`config.mk`:
```
export PLATFORM = sky130hd
export DESIGN_NAME = burrito
export DESIGN_NICKNAME = d
export VERILOG_FILES = /design/src/rtl/burrito_pkg.sv /design/src/rtl/burrito_regfile.sv /design/src/rtl/burrito.sv
export SDC_FILE = /design/constraint.sdc
export NUM_CORES = 2
export LEC_CHECK = 0
export ABC_AREA = 1
export CORE_UTILIZATION = 40
export DETAILED_ROUTE_END_ITERATION = 7
export HOLD_SLACK_MARGIN = 0.08
export PLACE_DENSITY = 0.61
export SYNTH_ARGS = -nofsm -noshare
export SYNTH_HDL_FRONTEND = slang
export SYNTH_SLANG_ARGS = --single-unit
```
`constraint.sdc`:
```
create_clock -name clk -period 11.1 [get_ports clk]
set_input_delay 3.33 -clock clk [delete_from_list [all_inputs] [get_ports clk]]
set_output_delay 3.33 -clock clk [all_outputs]
set_load 0.1 [all_outputs]
```
`src/rtl/burrito_pkg.sv`:
```
// Shared definitions for the burrito register-file + ALU datapath:
// opcodes, instruction word layout and register file geometry.
package burrito_pkg;

  localparam int NUM_REGS = 32;
  localparam int ADDR_W   = 5;
  localparam int OP_W     = 4;
  localparam int INSN_W   = 20;

  localparam logic [OP_W-1:0] OP_AND = 4'b0000;
  localparam logic [OP_W-1:0] OP_OR  = 4'b0001;
  localparam logic [OP_W-1:0] OP_ADD = 4'b0010;
  localparam logic [OP_W-1:0] OP_XOR = 4'b0011;
  localparam logic [OP_W-1:0] OP_SUB = 4'b0110;
  localparam logic [OP_W-1:0] OP_SLT = 4'b0111;
  localparam logic [OP_W-1:0] OP_SLL = 4'b1000;
  localparam logic [OP_W-1:0] OP_SRL = 4'b1001;
  localparam logic [OP_W-1:0] OP_NOR = 4'b1100;

  // Instruction word field positions
  localparam int INSN_WE_BIT = 19;
  localparam int INSN_OP_HI  = 18;
  localparam int INSN_OP_LO  = 15;
  localparam int INSN_D1_HI  = 14;
  localparam int INSN_D1_LO  = 10;
  localparam int INSN_D2_HI  = 9;
  localparam int INSN_D2_LO  = 5;
  localparam int INSN_RD_HI  = 4;
  localparam int INSN_RD_LO  = 0;

  // Packed view of the instruction word, MSB first, matching the bit positions above
  typedef struct packed {
    logic              we;
    logic [OP_W-1:0]   op;
    logic [ADDR_W-1:0] d1;
    logic [ADDR_W-1:0] d2;
    logic [ADDR_W-1:0] rd;
  } insn_t;

  function automatic insn_t make_insn(input logic we, input logic [OP_W-1:0] op,
                                      input logic [ADDR_W-1:0] d1,
                                      input logic [ADDR_W-1:0] d2,
                                      input logic [ADDR_W-1:0] rd);
    insn_t w;
    w.we = we;
    w.op = op;
    w.d1 = d1;
    w.d2 = d2;
    w.rd = rd;
    return w;
  endfunction

endpackage

```
`src/rtl/burrito_regfile.sv`:
```
// 32-entry register file: two combinational read ports, one synchronous write port,
// reset loads reg[k] = k. Optional hardwired-zero register 0 via BURRITO_R0_ZERO_EN.
module burrito_regfile
  import burrito_pkg::*;
#(
  parameter int WIDTH = 32
) (
  input  logic                          clk,
  input  logic                          rst,
  input  logic                          we,
  input  logic [ADDR_W-1:0]             waddr,
  input  logic [WIDTH-1:0]              wdata,
  input  logic [1:0][ADDR_W-1:0]        raddr,
  output logic [1:0][WIDTH-1:0]         rdata
);

`ifdef BURRITO_R0_ZERO_EN
  localparam bit R0_HARDWIRED = 1'b1;
`else
  localparam bit R0_HARDWIRED = 1'b0;
`endif

  logic [WIDTH-1:0] regs_reg [NUM_REGS];
  logic             write_ok;

  assign write_ok = we && !(R0_HARDWIRED && (waddr == '0));

  // Reset wins over a same-cycle write; the write is simply dropped.
  always_ff @(posedge clk) begin
    if (rst) begin
      for (int k = 0; k < NUM_REGS; k++) begin
        regs_reg[k] <= WIDTH'(k);
      end
    end else if (write_ok) begin
      regs_reg[waddr] <= wdata;
    end
  end

  // No write bypass: reads always see the pre-edge contents.
  generate
    for (genvar gi = 0; gi < 2; gi++) begin : g_rport
      assign rdata[gi] = (R0_HARDWIRED && (raddr[gi] == '0)) ? '0 : regs_reg[raddr[gi]];
    end
  endgenerate

endmodule

```
`src/rtl/burrito.sv`:
```
// Single-cycle register file + ALU datapath; result optionally written back each edge.
// Build option BURRITO_R0_ZERO_EN makes register 0 read as zero and ignore writes.
module burrito
  import burrito_pkg::*;
#(
  parameter int WIDTH = 32
) (
  input  logic              clk,
  input  logic              rst,
  input  logic              WEnable,
  input  logic [OP_W-1:0]   Op,
  input  logic [ADDR_W-1:0] D1,
  input  logic [ADDR_W-1:0] D2,
  input  logic [ADDR_W-1:0] RD,
  output logic [WIDTH-1:0]  Result,
  output logic              Zero
);

  logic [1:0][WIDTH-1:0] rdata;
  logic [WIDTH-1:0]      a;
  logic [WIDTH-1:0]      b;
  logic [4:0]            shamt;
  logic                  a_lt_b;

  burrito_regfile #(
    .WIDTH (WIDTH)
  ) u_regfile (
    .clk   (clk),
    .rst   (rst),
    .we    (WEnable),
    .waddr (RD),
    .wdata (Result),
    .raddr ({D2, D1}),
    .rdata (rdata)
  );

  assign a      = rdata[0];
  assign b      = rdata[1];
  assign shamt  = b[4:0];
  assign a_lt_b = $signed(a) < $signed(b);

  always_comb begin
    Result = '0;
    case (Op)
      OP_AND:  Result = a & b;
      OP_OR:   Result = a | b;
      OP_ADD:  Result = a + b;
      OP_XOR:  Result = a ^ b;
      OP_SUB:  Result = a - b;
      OP_SLT:  Result = {{(WIDTH-1){1'b0}}, a_lt_b};
      OP_SLL:  Result = a << shamt;
      OP_SRL:  Result = a >> shamt;
      OP_NOR:  Result = ~(a | b);
      default: Result = '0;
    endcase
  end

  assign Zero = (Result == '0);

endmodule

```
Word level (Yosys, flattened, before mapping). Memory sizes are Yosys's and may differ from the RTL's. Index checks and enable logic that the tools add are counted. Widths: inputs -> output; s select.

Add/sub/neg operators: 2. $lt $le $gt $ge: 1. Equality and inequality tests: 8. Shift-type cells: 2. Multiplexer cells: 9. Bitwise operators: 4. Reductions and logical operators: 3.

Operator list (count): $pmux 32 s9 (1); $add 32x32->32 (1); $and 32x32->32 (1); $logic_not 32->1 (1); $lt 32x32->1 (1); $mux 32 (1); $not 32->32 (1); $or 32x32->32 (1); $reduce_or 32->1 (1); $shl 32x5->32 (1); $shr 32x5->32 (1); $sub 32x32->32 (1); $xor 32x32->32 (1); $eq 4x4->1 const B (3); $eq 4x2->1 const B (2); $eq 4x3->1 const B (2); $mux 1 (6); $mux 5 (1); $eq 4x1->1 const B (1); $logic_not 4->1 (1).

Register bits after elaboration: 0. Memory bits (writable): 1024. Input bits: 22. Output and inout port bits: 33. Logic and storage cells: 30. Memories: 1.

Memories: u_regfile.regs_reg (words 32, bits a word 32, rd ports 2, clocked after memory_dff 0, write ports 32, line burrito_regfile.sv:23) `logic [WIDTH-1:0] regs_reg [NUM_REGS];`.

Depth between registers and ports, before layout.
Word-level depth: 5. Mapped depth: 36. Mapped depth without buffers: 33.

Modules after synthesis. A second synthesis with hierarchy kept.

Cell total of the unflattened synthesis: 9448. Area, all modules: 67631.1 µm².

By module, submodules not included: burrito_regfile (instances 1, cells an instance 7261, area each 57307.5 µm², seq. area each 30749.5 µm²); burrito (instances 1, cells an instance 2187, area each 10323.7 µm², seq. area each 0.0 µm²).

Least setup slack after synthesis. No wires, ideal clock.

Path type: input to output. Start: input D2[0]. End: output Zero. Data arrival time: 9.683 ns. Data required time: 7.770 ns. Path slack: -1.913 ns. Stages: 32. Path buffers: 8. Cells stage by stage: buf_6 > buf_6 > buf_4 > buf_4 > buf_2 > buf_2 > clkbuf_1 > o21ai_0 > o22ai_1 > nor2_1 > o31ai_1 > inv_1 > o21ai_0 > inv_1 > ha_1 > clkbuf_1 > nand2_1 > inv_1 > nand2_1 > nor3_1 > nand4_1 > nand3_1 > a21o_1 > a21oi_1 > or2_2 > nand3_1 > nand4_1 > nor2_1 > nand2_1 > nor2_1 > nand2_1 > nor2_1.

Longest elaborated chain between the ends: 5. Elaborated cells between the ends (all ways): 12. Classes of those cells: add/sub (2); order compare (1); shift (2); mux (1); bitwise (4); reduce/logical (1); memory (1).

RTL lines: from (decl) (line burrito.sv:13) `input logic [ADDR_W-1:0] D2,`; $mem_v2 32x32 (*); branches (longest 2 deep; another with $sub 32x32->32); $pmux 32 s9 (*) (line burrito.sv:44) `case (Op)`; via Result[25] (line burrito.sv:15) `output logic [WIDTH-1:0] Result,`; $logic_not 32->1 (*) (line burrito.sv:58) `assign Zero = (Result == '0);`; to (decl) (line burrito.sv:16) `output logic Zero`.

Mark *: on every way through the listed nets, which the timed path passes.

Worst setup path after layout.
Start: input D2[0]. End: output Zero.

Longest elaborated chain between the ends: 5. Elaborated cells between the ends (all ways): 12. Classes of those cells: add/sub (2); order compare (1); shift (2); mux (1); bitwise (4); reduce/logical (1); memory (1).

RTL lines (line): $mem_v2 32x32 (*); branches (longest 2 deep; another with $sub 32x32->32); $pmux 32 s9 (*) (burrito.sv:44); $logic_not 32->1 (*) (burrito.sv:58).

Mark *: on every way between the ends.

==> results.py <==
metrics = {
    "cells_and_area": {
        "final_common_cell": "nand2_1",
        "drive_gt1_share_pct": 19.1,
        "finish.utilization_pct": 50.7,
        "layout_common_cells": "nand2_1 (2,694), nand3_1 (1,262), edfxtp_1 (1,024)",
        "largest_register_ffs": 1024,
        "area_growth_pct": 26.0,
        "final_nets": 9780,
    },
    "sta": {
        "final.setup_skew_ns": 0.0348,
        "fin_ws_ns": -0.489,
        "setup-tns-final_ns": -0.696,
        "hold_violations": 0,
        "rsz0062_at_grt": "true",
        "max_freq_mhz": 86.3,
        "worst_pin_slew_ns": 1.22,
        "finalSetupViolCount": 4,
        "fin_crit_ns": 11.59,
        "drv_slew": 0,
        "period_share_pct": 104,
        "max_slew_margin_pct": 18.4,
    },
    "setup_path": {
        "crit_type": "input port to output port",
        "critical_path.startpoint_type": "input port",
        "worst_setup_path_end_kind": "output port",
        "regToRegEndpoint": "u_regfile.regs_reg[27][24]$_SDFFCE_PN0P_",
        "cp_data_required_time_ns": 7.77,
        "worstPathMaxFanout": 8,
        "slowest_stage": "o31ai_4",
        "timing.critical_path.max_delay_family": "buffers and inverters",
        "r2r_cells": 29,
        "rrSetupSlack_ns": 6.09,
        "worst-path-buf-inv": 15,
        "cp.arrival_ns": 8.26,
        "reg2reg_from": "u_regfile.regs_reg[30][9]$_SDFFCE_PN0P_",
        "critPathMaxStageDelay_ns": 0.39,
    },
    "clock_tree": {
        "cts_made_buffers": 111,
        "cts.path.max_buffers": 3,
        "cts_max_level": 3,
        "cts_tree": "yes",
        "clkTransAtPathRegs_ns": 0.06,
        "clk_latency_ns": 0.78,
        "cts_root_buf": "clkbuf_16",
        "cts.hold.buffers_added": 0,
        "clock_sinks": 1024,
    },
    "drt": {
        "routedWlPerCell_microns": 26.2,
        "drc": 2,
        "drt_iter0_markers": 11750,
        "wirelength_microns": 313000,
        "viasPerCell": 5.86,
        "vias": 70038,
        "drtAntennaViolNets": 0,
        "drtPass1Iterations": 8,
    },
    "synth": {
        "ys_seq_area_share_pct": 45.8,
        "yosysWarnings": 0,
        "yosysTopAreaCell": "edfxtp_1",
        "ys_seq_elements": 1024,
        "synth_nets": 9206,
        "netlist-cell-type-count": 57,
        "synth_top_area_share_pct": 45.8,
        "synth_area_leaders": "edfxtp_1 (46%), nand2_1 (16%), nand3_1 (9.6%)",
        "synth_area_sq_um": 67200,
        "syn_area_per_cell_sq_um": 7.40,
        "synthCells": 9085,
    },
    "global_routing": {
        "track_usage_pct": 35.0,
        "grt_pass1_wl_microns": 439000,
        "grt_overflow": 0,
        "grt_pass1_vias": 64796,
        "grt_max_degree": 74,
        "antenna_found_initial": 9,
    },
    "worst_hold_path": {
        "min_to": "u_regfile.regs_reg[6][31]$_SDFFCE_PN0P_",
        "hp-start": "u_regfile.regs_reg[31][4]$_SDFFCE_PN1P_",
        "holdPathStages": 13,
        "hp-class": "flip-flop to flip-flop",
    },
    "floorplan": {
        "initial_core_util_pct": 40.2,
        "core_sq_um": 167000,
        "row_count": 150,
        "die-area_sq_um": 170000,
        "io_pins": 55,
        "die_w_microns": 412,
        "die_h_microns": 412,
    },
    "job": {
        "cap_violations": 0,
    },
    "pwr": {
        "total_power_mw": 12.1,
        "powerDensity_nw_per_um2": 143,
        "p_leak_nw": 38.9,
        "irDropWorstVdd_mv": 0.124,
    },
    "placement": {
        "io_buffer_count": 54,
        "gp_congestion": 1.02,
        "dp_hpwl_microns": 210000,
    },
    "status": {
        "status": "finished with violations",
        "violations": "DRC, setup timing",
    },
}
metal layers:
layer  GRT usage [%]  part of all wire, %
met4            16.2                  5.4
met3            6.59                   12
met2            55.9                   45
met5               0                0.015
met1            45.9                   38
cell type report:
type | count | area [sq um]
clock inverters | 76 | 806
repair inverters | 6 | 93.8
repair buffers | 1168 | 12300
diodes | 4 | 10.0
well taps | 2204 | 2760
clock buffers | 130 | 2850
fillers | 15870 | 82400
multi-input cells | 6413 | 31500
flip-flops and latches | 1024 | 30700
inverters | 935 | 3620
how the worst max path moves through the flow:
stage                     endpoint  slack, ns  depth (start not counted)  startpoint
after global routing          Zero      -0.53                         35       D1[0]
after global placement        Zero      -1.93                         36       D2[0]
after detailed placement      Zero      -1.82                         36       D2[0]
after floorplan               Zero      -0.63                         32       D2[0]
after CTS                     Zero      -0.48                         38       D2[0]
final                         Zero      -0.49                         36       D2[0]
worst min-delay path, stage by stage (launching register included):
cell and delay [ns]:
edfxtp_1 0.34, nor2_1 0.05, nor2_1 0.14, o31ai_2 0.09
nand2_2 0.14, nand2_4 0.10, nand2_8 0.10, inv_4 0.05
buf_4 0.17, nand4_1 0.15, nand4_2 0.12, buf_8 0.21
nand2_1 0.09, inv_1 0.03
repair_timing:
item / CTS / global route
pin swaps: 39 / 173
endpoints found under the setup margin: 30 / 28
cloned: 17 / 29
gates resized for setup: 254 / 450
buffers inserted: 30 / 68
synth_stat cells, drive strengths merged:
| master | number |
|---|---|
| xor2 | 3 |
| a21boi | 5 |
| a21oi | 125 |
| nand2 | 2823 |
| inv | 932 |
| nor3 | 31 |
| nand4 | 37 |
| or2 | 8 |
| a21o | 8 |
| o21a | 6 |
| o221ai | 171 |
| and3 | 1 |
| nor2 | 1016 |
| clkbuf | 304 |
| xnor2 | 1 |
| fa | 2 |
| o21ai | 624 |
| nand3 | 1297 |
| o21bai | 13 |
| o22ai | 64 |
| a211oi | 2 |
| a311o | 1 |
| a221oi | 20 |
| o31ai | 19 |
| clkinv | 3 |
| edfxtp | 1024 |
| a31oi | 8 |
| ha | 97 |
| nand3b | 7 |
| a32oi | 1 |
| o211ai | 7 |
| nor4 | 10 |
| and2 | 2 |
| o2111ai | 4 |
| buf | 409 |
cells by family (layout without fill, tap and decap cells):
kind of cell | count (synthesis) | count (layout) | synth area share (%)
other cells | 0 | 4 | 0
fa+ha+maj | 99 | 99 | 1.87
xor+xnor | 4 | 4 | 0.0521
flops | 1024 | 1024 | 45.8
buf+inv | 1648 | 2315 | 10.4
simple gates | 5232 | 5232 | 32.4
compound gates | 1078 | 1078 | 9.51
per-stage QoR:
stage               area, sq um  hold WS, ns  setup WS, ns  cells
finish                    84700         2.02        -0.489  11960
global route              84700         2.08        -0.527  11956
CTS                       81700         2.02        -0.484  11862
detailed placement        76400         2.09         -1.82  11610
global placement          76400         2.06         -1.93  11610
floorplan                 67700         1.21        -0.630   9085
report_power, final:
part	switching [mW]	internal, mW
clock	1.67	2.18
combinational	2.46	1.35
sequential	0.0777	4.38
(Power assumes the default switching activity.)
